--- config.mk ---
export PLATFORM = sky130hd
export DESIGN_NAME = alu_decoder
export DESIGN_NICKNAME = d
export VERILOG_FILES = /design/src/rtl/alu_pkg.sv /design/src/rtl/alu_decode_comb.sv /design/src/rtl/alu_decoder.sv
export SDC_FILE = /design/constraint.sdc
export NUM_CORES = 1
export LEC_CHECK = 0
export CORE_AREA = 2 2 39 41
export DETAILED_ROUTE_END_ITERATION = 8
export DIE_AREA = 0 0 41 43
export GPL_TIMING_DRIVEN = 0
export MAX_ROUTING_LAYER = met4
export PLACE_DENSITY = 0.65
export SYNTH_ARGS = -nofsm -noshare
export SYNTH_HDL_FRONTEND = slang
export SYNTH_HIERARCHICAL = 1
export SYNTH_SLANG_ARGS = --single-unit
--- constraint.sdc ---
create_clock -name clk -period 3.5 [get_ports clk]
set_clock_uncertainty 0.15 [all_clocks]
set_input_delay 0.7 -clock clk [delete_from_list [all_inputs] [get_ports clk]]
set_output_delay 0.7 -clock clk [all_outputs]
set_load 0.01 [all_outputs]
--- src/rtl/alu_pkg.sv ---
// Shared encodings for the ALU decoder: ALUOp classes, ALUControl selects
// and the funct3 values recognised under the funct-decoded op class.
package alu_pkg;

  localparam logic [1:0] ALUOP_ADD   = 2'b00;
  localparam logic [1:0] ALUOP_SUB   = 2'b01;
  localparam logic [1:0] ALUOP_FUNCT = 2'b10;

  localparam logic [2:0] ALUCTL_ADD = 3'b000;
  localparam logic [2:0] ALUCTL_SUB = 3'b001;
  localparam logic [2:0] ALUCTL_AND = 3'b010;
  localparam logic [2:0] ALUCTL_OR  = 3'b011;
  localparam logic [2:0] ALUCTL_XOR = 3'b100;
  localparam logic [2:0] ALUCTL_SLT = 3'b101;

  localparam logic [2:0] F3_ADDSUB = 3'b000;
  localparam logic [2:0] F3_SLT    = 3'b010;
  localparam logic [2:0] F3_XOR    = 3'b100;
  localparam logic [2:0] F3_OR     = 3'b110;
  localparam logic [2:0] F3_AND    = 3'b111;

  // A subtract under the funct class needs both an R-type opcode and funct7[5];
  // ADDI can carry funct7[5]=1 in its immediate and must stay an add.
  function automatic logic is_sub(input logic op5, input logic funct7_5);
    return op5 & funct7_5;
  endfunction

endpackage

--- src/rtl/alu_decode_comb.sv ---
// Purely combinational ALU decode: ALUOp class plus funct fields to the next
// ALUControl select, with a flag for encodings this ALU does not implement.
module alu_decode_comb
  import alu_pkg::*;
(
  input  logic [1:0] ALUOp,
  input  logic [2:0] funct3,
  input  logic       funct7_5,
  input  logic       op5,
  output logic [2:0] next_ctl,
  output logic       next_illegal
);

  // Unsupported encodings fall back to ADD so the ALU never sees a reserved code.
  always_comb begin
    next_ctl     = ALUCTL_ADD;
    next_illegal = 1'b0;
    case (ALUOp)
      ALUOP_ADD: next_ctl = ALUCTL_ADD;
      ALUOP_SUB: next_ctl = ALUCTL_SUB;
      ALUOP_FUNCT: begin
        case (funct3)
          F3_ADDSUB: next_ctl = is_sub(op5, funct7_5) ? ALUCTL_SUB : ALUCTL_ADD;
          F3_SLT:    next_ctl = ALUCTL_SLT;
          F3_XOR:    next_ctl = ALUCTL_XOR;
          F3_OR:     next_ctl = ALUCTL_OR;
          F3_AND:    next_ctl = ALUCTL_AND;
          default: begin
            next_ctl     = ALUCTL_ADD;
            next_illegal = 1'b1;
          end
        endcase
      end
      default: begin
        next_ctl     = ALUCTL_ADD;
        next_illegal = 1'b1;
      end
    endcase
  end

endmodule

--- src/rtl/alu_decoder.sv ---
// ALU decoder top: registers the combinational decode so ALUControl and
// illegal line up with the execute-stage boundary, one cycle after the inputs.
module alu_decoder
  import alu_pkg::*;
(
  input  logic       clk,
  input  logic       rst,
  input  logic [1:0] ALUOp,
  input  logic [2:0] funct3,
  input  logic [6:0] funct7,
  input  logic [6:0] op,
  output logic [2:0] ALUControl,
  output logic       illegal
);

  logic [2:0] next_ctl;
  logic       next_illegal;

  // Only bit 5 of funct7 and op steer the decode; the rest are deliberately dropped.
  logic unused_fields;
  assign unused_fields = ^{funct7[6], funct7[4:0], op[6], op[4:0]};

  alu_decode_comb u_decode (
    .ALUOp        (ALUOp),
    .funct3       (funct3),
    .funct7_5     (funct7[5]),
    .op5          (op[5]),
    .next_ctl     (next_ctl),
    .next_illegal (next_illegal)
  );

  always_ff @(posedge clk) begin
    if (rst) begin
      ALUControl <= ALUCTL_ADD;
      illegal    <= 1'b0;
    end else begin
      ALUControl <= next_ctl;
      illegal    <= next_illegal;
    end
  end

endmodule

# Word-level counts from Yosys, hierarchy flattened
# Cells that the tools add are included.
word_totals:
  reg_bits: 4
  in_bits: 21
  output_inout_bits: 4
  word_cells: 18
classes:
  n_eq_ne: 6
  mux: 5
  bitwise_logic: 1
  n_reduce_logical: 4
op_table:
  columns: ["op", "n"]
  rows:
  - ["3-bit case mux with 5 select lines", 1]
  - ["3-bit equality test, second input constant", 3]
  - ["3-bit case mux with 2 select lines", 1]
  - ["5-bit OR reduction", 1]
  - ["3-bit by 2-bit equality test with 1-bit output, second input constant", 1]
  - ["3-bit zero test", 1]
  - ["2-bit by 1-bit equality test with 1-bit output, second input constant", 1]
  - ["2-bit equality test, second input constant", 1]
  - ["2-bit zero test", 1]
  - ["1-bit two-way mux", 2]
  - ["1-bit case mux with 2 select lines", 1]
  - ["2-bit OR reduction", 1]
  - ["1-bit AND", 1]

# Longest topological paths before layout
depth:
  depth_word: 4
  ltp_mapped: 5
  ltp_nobuf: 5

# Cells and area by module
# Netlist, hierarchy kept.
by_module_without_submodules:
  columns: ["mod", "instances", "cells_each", "area_each_um2", "seq_area_each_um2"]
  rows:
  - ["alu_decode_comb", 1, 15, 121.4, 0.0]
  - ["alu_decoder", 1, 8, 105.1, 80.1]

# Worst setup path after synthesis
# No wires, ideal clock.
synth_path:
  kind: "input -> register"
  from: "input ALUOp[0]"
  to: "register illegal"
  setup_time_ns: 0.065
  arrival_time_ns: 1.551
  required_ns: 3.285
  path_slack_ns: 1.734
  path_stages: 5
  n_path_buf: 0
  cell_sequence: "inv_1 > ha_1 > or3_1 > a21oi_2 > nor2b_1"
synth_between:
  elab_chain_cells: 3
  elab_cells_between_ends: 5
  classes_between: "eq/ne (2); mux (1); reduce/logical (2)"
synth_lines:
  columns: ["element", "line_no", "rtl"]
  rows:
  - ["start: declaration", "alu_decoder.sv:8", "input logic [1:0] ALUOp,"]
  - ["2-bit by 1-bit equality test with 1-bit output / 2-bit zero test (equally long branches)", "alu_decode_comb.sv:18", "case (ALUOp)"]
  - ["2-bit OR reduction (no source line)", null, null]
  - ["1-bit case mux with 2 select lines *", "alu_decode_comb.sv:18", null]
  - ["named net next_illegal", "alu_decoder.sv:17", "logic next_illegal;"]
  - ["end signal: assignment", "alu_decoder.sv:38", "illegal <= next_illegal;"]
  - ["end: declaration", "alu_decoder.sv:13", "output logic illegal"]
# Mark *: on every way through the listed nets, which the timed path passes. The rest lies on a longest branch.
# A chain may end at the register's enable or synchronous reset.

# Worst setup path after layout
# Ends and elaborated chain as after synthesis.

==> impl_metrics.ini <==
[timing]
worst_slew_pin_slew_ns = 0.1537
final.setup.tns_ns = 0
slew_viol_final = 0
setup_ws_ns = 1.419
grt_setup_unrepaired = no
min_period_ns = 2.081
final-setup-viol-count = 0
relSlewSlack = 0.8972
hold_violations = 0
fmax_mhz = 480.5
timing.final.crit_share = 0.5947

[drt]
drt_iter0_drc = 0
drcViolationCount = 0
drt-vias-per-instance = 3.630
wl_per_cell_microns = 6.167
wl_microns = 333
first_pass_iters = 1
ant_nets = 0
vias = 196

[cts]
cts_buffers = 3
clockBufferDepth = 2
cts_hold_buf = 0
root_buffer = clkbuf_4
cts.sinks = 4
cts.repair.resized = 0
htreeDepth = 1
tritoncts = yes
cts_setup_buffers = 0
clk_pin_slew_worst_paths_ns = 0.03

[floorplan]
fp.dieH_microns = 43
start_util = 0.1637
die_x_microns = 41
ios = 25
core_area_sq_mm = 0.001384
die-area_sq_mm = 0.001763
row_count = 14

[finish]
antenna_cells = 0
fin_util = 0.2812
layout-drive-gt1-share = 0.1842
fillers = 146
multi_input_area_sq_um = 138.9
regArea_sq_um = 80.08
syn_to_final_growth_pct = 71.82
nets = 64

[power]
clockPowerShare = 0.423
switching_share = 0.1884
p_leak_nw = 0.1736
power_frac_comb = 0.197
power.switching_mw = 0.02377
internal_power_mw = 0.1024
power_density_mw_per_mm2 = 324.2
vdd_ir_drop_max_v = 0.00009405
p_seq_frac = 0.380

[global_routing]
grt_overflow_total = 0
antenna_found_initial = 0
grt_start_max_net_pins = 5
grt_pass1_vias = 178
globalRouteTotalUtil = 0.05247
grt_pass1_wl_microns = 545

[worst_setup_path]
critPathMaxFanout = 4
cp.required_ns = 3.51
path_buf_inv = 2
path_cells = clkdlybuf4s50_1 -> inv_1 -> ha_1 -> or3_1 -> a21oi_2 -> nor2b_1
crit_type = in2reg
start_kind = primary input
endpoint_kind = register
crit_arrival_ns = 2.09
cp_slowest_cell = clkdlybuf4s50_1
max_stage_delay_ns = 0.48
path_depth = 6
crit_family = buffers and inverters

[synthesis]
ys_seq_area_frac = 0.3536
synthesis.nets = 47
netlist_area_sq_um = 226.5
yosysTopAreaCell = dfxtp_1
yosysTopAreaCellShare = 0.3536
synth.avg_cell_area_sq_um = 9.846
netlist_instances = 23
synthTopCellsByArea = dfxtp_1 (35%), ha_1 (17%), nor2b_1 (11%)
synth-warning-count = 6
ys_ff_latch = 4
synth.distinct_cells = 14

[flow_run]
maxCapViolCount = 0

[placement]
port-buffer-count = 12
gp_congestion = 0.6529
pre_cts_slack_ns = 1.171

[min_path]
min_to = ALUControl[1]$_SDFF_PP0_
holdPathStages = 2
min_from = rst
hold_class = in2reg

[status]
status = complete, no violations
synthesized netlist by cell type:
cell     n
and3_1   1
and3_2   1
nor2b_1  4
or2_1    1
inv_1    2
a21oi_2  1
dfxtp_1  4
ha_1     3
nand2_1  1
xor2_1   1
o221a_2  1
nor2b_2  1
and3b_1  1
or3_1    1
power groups by stage:
stage	clock [mW]	combinational (mW)	sequential, mW
global placement	0	0.0251	0.0486
floorplan	0	0.00935	0.0496
CTS	0.0574	0.0253	0.0479
finish	0.0534	0.0248	0.0479
detailed placement	0	0.0253	0.0486
global route	0.0597	0.0276	0.0480
cell usage in the layout, fill, tap and decap left out:
| cell | count |
|---|---|
| ha_1 | 3 |
| clkdlybuf4s50_1 | 12 |
| o221a_2 | 1 |
| or2_1 | 1 |
| or3_1 | 1 |
| a21oi_2 | 1 |
| nor2b_2 | 1 |
| xor2_1 | 1 |
| and3_1 | 1 |
| nor2b_1 | 4 |
| and3b_1 | 1 |
| and3_2 | 1 |
| dfxtp_1 | 4 |
| nand2_1 | 1 |
| inv_1 | 2 |
| clkbuf_4 | 3 |
stage by stage:
stage | instances | total power, mW | hold WS, ns | area (sq um)
floorplan | 23 | 0.05890 | 0.6216 | 226.5
global placement | 51 | 0.07369 | 1.194 | 366.6
detailed placement | 51 | 0.07388 | 1.193 | 366.6
CTS | 54 | 0.1306 | 0.9505 | 389.1
global route | 54 | 0.1353 | 0.9720 | 389.1
finish | 54 | 0.1262 | 0.9566 | 389.1
area by class of cell:
cell class / count / area share
Multi-Input combinational cell: 17 / 0.3569
Sequential cell: 4 / 0.2058
Clock buffer: 3 / 0.05788
Tap cell: 16 / 0.05145
Inverter: 2 / 0.01929
Timing Repair Buffer: 12 / 0.3087
cells by family after synthesis:
family / Yosys count / share of synthesized area
and+or+nand+nor: 11 / 0.3205
DFF: 4 / 0.3536
adders and majority gates: 3 / 0.1658
AOI/OAI and AO/OA: 2 / 0.08840
buffers and inverters: 2 / 0.03316
xor gates and xnor gates: 1 / 0.03868
sequential cells by signal (all words and copies together) (netlist names):
name,flops
illegal,1
ALUControl,3
layer usage:
metal,GRT usage,part of all wire,vias to the layer above
met1,0.05145,0.39,78
met5,-,0,-
li1,-,-,108
met2,0.06250,0.53,10
met3,0.01571,0.072,0
met4,0.08000,0,0
how the worst max path moves through the flow:
stage	start	endpoint	slack (ns)
3_3_place_gp	ALUOp[0]	illegal$_SDFF_PP0_	1.19
3_5_place_dp	ALUOp[0]	illegal$_SDFF_PP0_	1.17
6_report	ALUOp[0]	illegal$_SDFF_PP0_	1.42
2_1_floorplan	ALUOp[0]	illegal$_SDFF_PP0_	1.73
5_1_grt	ALUOp[0]	illegal$_SDFF_PP0_	1.33
4_1_cts	ALUOp[0]	illegal$_SDFF_PP0_	1.41
Note: power is estimated with default switching activity, not from simulation.
==> RTL change 1 (same settings) <==
Reset style: asynchronous (`rst`), changed in one clocked block.
--- a/src/rtl/alu_decoder.sv
+++ b/src/rtl/alu_decoder.sv
@@ -29,7 +29,7 @@
     .next_illegal (next_illegal)
   );
 
-  always_ff @(posedge clk) begin
+  always_ff @(posedge clk or posedge rst) begin
     if (rst) begin
       ALUControl <= ALUCTL_ADD;
       illegal    <= 1'b0;
Formal check against the unedited RTL: differs if rst is asserted again (counterexample within 4 cycles, from zero or initial values and one cycle with rst high); with rst held inactive, the same outputs for 10 cycles.
==> RTL change 1 against the original RTL <==
  * Global-route usage up 0.73 points
  * Clock power is 3% higher
  * Sequential cell count stayed put
  * Total power up 3.7%
  * Worst setup slack improved by 110 ps
  * Non-clock buffer count unchanged
  * Wire length rose by 19%
  * Core utilization shrank 0.090 points
  * Area after synthesis fell by 0.55%
  * Cell area fell by 0.32%
  * Critical path depth fell by 1
  * Largest cell class is now buffers
  * Highest routed layer unchanged
==> RTL change 1: results <==
export IMPL_cts_resized=0
export IMPL_grt_pass1_wl_um=607
export IMPL_cts_buffers=3
export IMPL_antenna_found_initial=0
export IMPL_fin_ws_ps=1524
export IMPL_yosysTopAreaCellShare=0.4444
export IMPL_power_switching_uw=26.48
export IMPL_cts_setup_buffers=0
export IMPL_grt_usage=0.05973
export IMPL_status="finished clean"
export IMPL_routabilityCongestion=0.5934
export IMPL_first_pass_iters=2
export IMPL_relSlewSlack=0.9059
export IMPL_cpPeakStageDelay_ps=480
export IMPL_async_reset_ff_frac=1.000
export IMPL_crit_fanout=4
export IMPL_syn_to_final_growth_pct=72.22
export IMPL_yosys_top_cells_area="dfrtp_1 (44%), ha_1 (17%), inv_1 (5.0%)"
export IMPL_h_tree_depth=1
export IMPL_nets=61
export IMPL_grt_start_max_net_pins=5
export IMPL_largestRegisters="ALUControl (3), illegal (1)"
export IMPL_drive_gt1_frac=0.2000
export IMPL_clockBufferDepth=2
export IMPL_place_area_um2=365.4
export IMPL_crit_path_top_delay_cell="clkdlybuf4s50_1"
export IMPL_dp_slack_ps=1286
export IMPL_drtIter0Drc=1
export IMPL_synth_common_cells="dfrtp_1 (4), ha_1 (3), inv_1 (3)"
export IMPL_hold_class="in2async"
export IMPL_crit_family="buffers and inverters"
export IMPL_clk_pin_slew_ps=40
export IMPL_p_leak_uw=0.0001906
export IMPL_fillers=158
export IMPL_yosysUniqueCellTypes=13
export IMPL_grt_pass1_vias=180
export IMPL_synth_warnings=6
export IMPL_largest_register="ALUControl"
export IMPL_port_buffers=12
export IMPL_synth_fp_nets=44
export IMPL_ir_drop_mv=0.08669
export IMPL_dp_final_hpwl_um=351.7
export IMPL_post_drt_wl_per_cell_um=7.765
export IMPL_ys_seq_area_frac=0.4444
export IMPL_root_buffer="clkbuf_4"
export IMPL_vias=193
export IMPL_n_antenna_cell=0
## RTL change 1: path summary, 6_finish.rpt
kind,from,end
worst min-delay path,rst,ALUControl[2]
min in group clk,funct3[0],illegal
max in group asynchronous,rst,ALUControl[1]
worst max-delay path,ALUOp[0],illegal
## RTL change 1: per-layer routing
metal	GRT usage	part of all wire	wire, um
met4	0.1200	0	0
met2	0.07188	0.55	216
met3	0	0.076	30
met5	-	0	0
met1	0.05484	0.37	148
## RTL change 1: power by group through the flow
stage	combinational [uW]	sequential, uW	clock, uW
finish	26.5	49.5	54.8
global route	29.1	49.7	61.2
detailed placement	26.9	50.1	0
global placement	26.2	50.0	0
CTS	27.0	49.5	58.9
floorplan	9.02	51.5	0
## RTL change 1: area by class of cell
type,instances,share of cell area
Clock buffer,3,0.05806
Timing Repair Buffer,12,0.3097
Multi-Input combinational cell,13,0.2935
Inverter,3,0.02903
Tap cell,16,0.05161
Sequential cell,4,0.2581
## RTL change 1: through the flow
stage	instances	hold WS [ps]
floorplan	20	316.1
global placement	48	741.3
detailed placement	48	739.9
CTS	51	497.8
global route	51	522.4
finish	51	500.8
## RTL change 1: cell families after synthesis
kind of cell	after synthesis	share of synthesized area
simple gates	7	0.2112
fa+ha+maj	3	0.1667
flops	4	0.4445
compound gates	2	0.08889
buf+inv	3	0.05000
xor+xnor	1	0.03890
==> RTL change 2 (config.mk and constraints unchanged) <==
Made on the original files. The output `illegal` loses its register stage (`illegal` becomes a continuous assignment). Comments in the files are not updated.
--- a/src/rtl/alu_decoder.sv
+++ b/src/rtl/alu_decoder.sv
@@ -32,12 +32,12 @@
   always_ff @(posedge clk) begin
     if (rst) begin
       ALUControl <= ALUCTL_ADD;
-      illegal    <= 1'b0;
     end else begin
       ALUControl <= next_ctl;
-      illegal    <= next_illegal;
     end
   end
 
+  assign illegal = next_illegal;
+
 endmodule
 
Formal check against the unedited RTL: not equivalent (Yosys sat finds a counterexample within 4 cycles, from zero or initial values and one cycle with rst high).
==> RTL change 2 against the original RTL <==
  * Final cell count is 1.9% lower
  * Sequential cell count is 1 lower
  * Global-route usage increased by 0.40 points
  * Total power fell by 4.0%
  * Worst setup slack got worse by 1300 ps
  * Clock power is 13% higher
  * Maximum frequency decreased by 38%
  * Area after synthesis shrank 12%
  * Synthesized cell count shrank 8.7%
  * Wire length grew 14%
  * Sequential share of layout area shrank 4.2 points
  * Largest power group unchanged
  * Cell area decreased by 5.8%
  * Sequential power decreased by 26%
==> RTL change 2: results <==
export IMPL_ir_drop_mv=0.07876
export IMPL_combPwrFrac=0.209
export IMPL_yosys_top_cells_area="dfxtp_1 (30%), ha_1 (19%), nor2b_1 (9.4%)"
export IMPL_drive_gt1_frac=0.1892
export IMPL_synth_adder_area_share=0.1875
export IMPL_crit_path_top_delay_cell="clkdlybuf4s50_1"
export IMPL_routabilityCongestion=0.6792
export IMPL_clk_pin_slew_ps=40
export IMPL_routed_wl_um=381
export IMPL_grt_pass1_wl_um=572
export IMPL_dp_cells=49
export IMPL_arrival_ps=2530
export IMPL_synth_common_cells="dfxtp_1 (3), ha_1 (3), nor2b_1 (3)"
export IMPL_root_buffer="clkbuf_4"
export IMPL_drtIter0Drc=1
export IMPL_netlist_instances=21
export IMPL_p_leak_uw=0.0001645
export IMPL_async_reset_ff_frac=0
export IMPL_fillers=167
export IMPL_ys_seq_area_frac=0.3000
export IMPL_port_buffers=12
export IMPL_synth_compound_area_frac=0.1000
export IMPL_status="finished clean"
export IMPL_cpPeakStageDelay_ps=540
export IMPL_nets=62
export IMPL_first_pass_iters=2
export IMPL_grt_usage=0.05647
export IMPL_grt_pass1_vias=157
export IMPL_synth_xor_area_frac=0.04375
export IMPL_seq_cell_power_uw=35.3
export IMPL_synth_fp_nets=45
export IMPL_fin_cells=53
export IMPL_h_tree_depth=1
export IMPL_intPower_uw=94.63
export IMPL_dp_slack_ps=110.5
export IMPL_yosysUniqueCellTypes=14
export IMPL_dp_final_hpwl_um=317.6
export IMPL_largestRegisters="ALUControl (3)"
export IMPL_relSlewSlack=0.9204
-- RTL change 2: worst paths after layout --
kind                      from             to  slack, ps  cells past startpoint
worst max-delay path  ALUOp[0]        illegal        120                      6
worst min-delay path       rst  ALUControl[0]        910                      2
-- RTL change 2: cell families (layout without fill, tap and decap cells) --
family | Yosys count | after routing
buf+inv | 2 | 18
simple gates | 10 | 10
xor+xnor | 1 | 1
flops | 3 | 3
compound gates | 2 | 2
fa+ha+maj | 3 | 3
-- RTL change 2: routing by layer --
layer / GRT usage / vias up / part of all wire
li1: - / 104 / -
met1: 0.04473 / 81 / 0.37
met2: 0.06875 / 11 / 0.45
met3: 0.03665 / 0 / 0.18
met4: 0.08000 / 0 / 0
met5: - / - / 0
-- RTL change 2: per-stage QoR --
stage               power, uW  hold slack (ps)  utilization  instance area, um2
finish                  121.1            911.0       0.2649               366.6
global route            132.0            920.0       0.2649               366.6
CTS                     125.5            905.0       0.2649               366.6
detailed placement      61.34             1145       0.2459               340.3
global placement        60.90             1139       0.2459               340.3
floorplan               45.84            621.6            -               200.2
-- RTL change 2: area by class of cell --
| type | count | area, um2 | area share |
|---|---|---|---|
| clock buffer | 4 | 26.28 | 0.07167 |
| tap | 16 | 20.02 | 0.05461 |
| inverter | 2 | 7.507 | 0.02048 |
| timing repair buffer | 12 | 120.1 | 0.3276 |
| sequential | 3 | 60.06 | 0.1638 |
| multi-input combinational | 16 | 132.6 | 0.3618 |
-- RTL change 2: critical path: cells and delay by family --
kind / cells / cell delay (ps)
AO/OA/AOI/OAI: 1 / 140
buffers and inverters: 3 / 1080
adder cells (fa/ha/maj): 1 / 220
AND/OR/NAND/NOR: 1 / 390
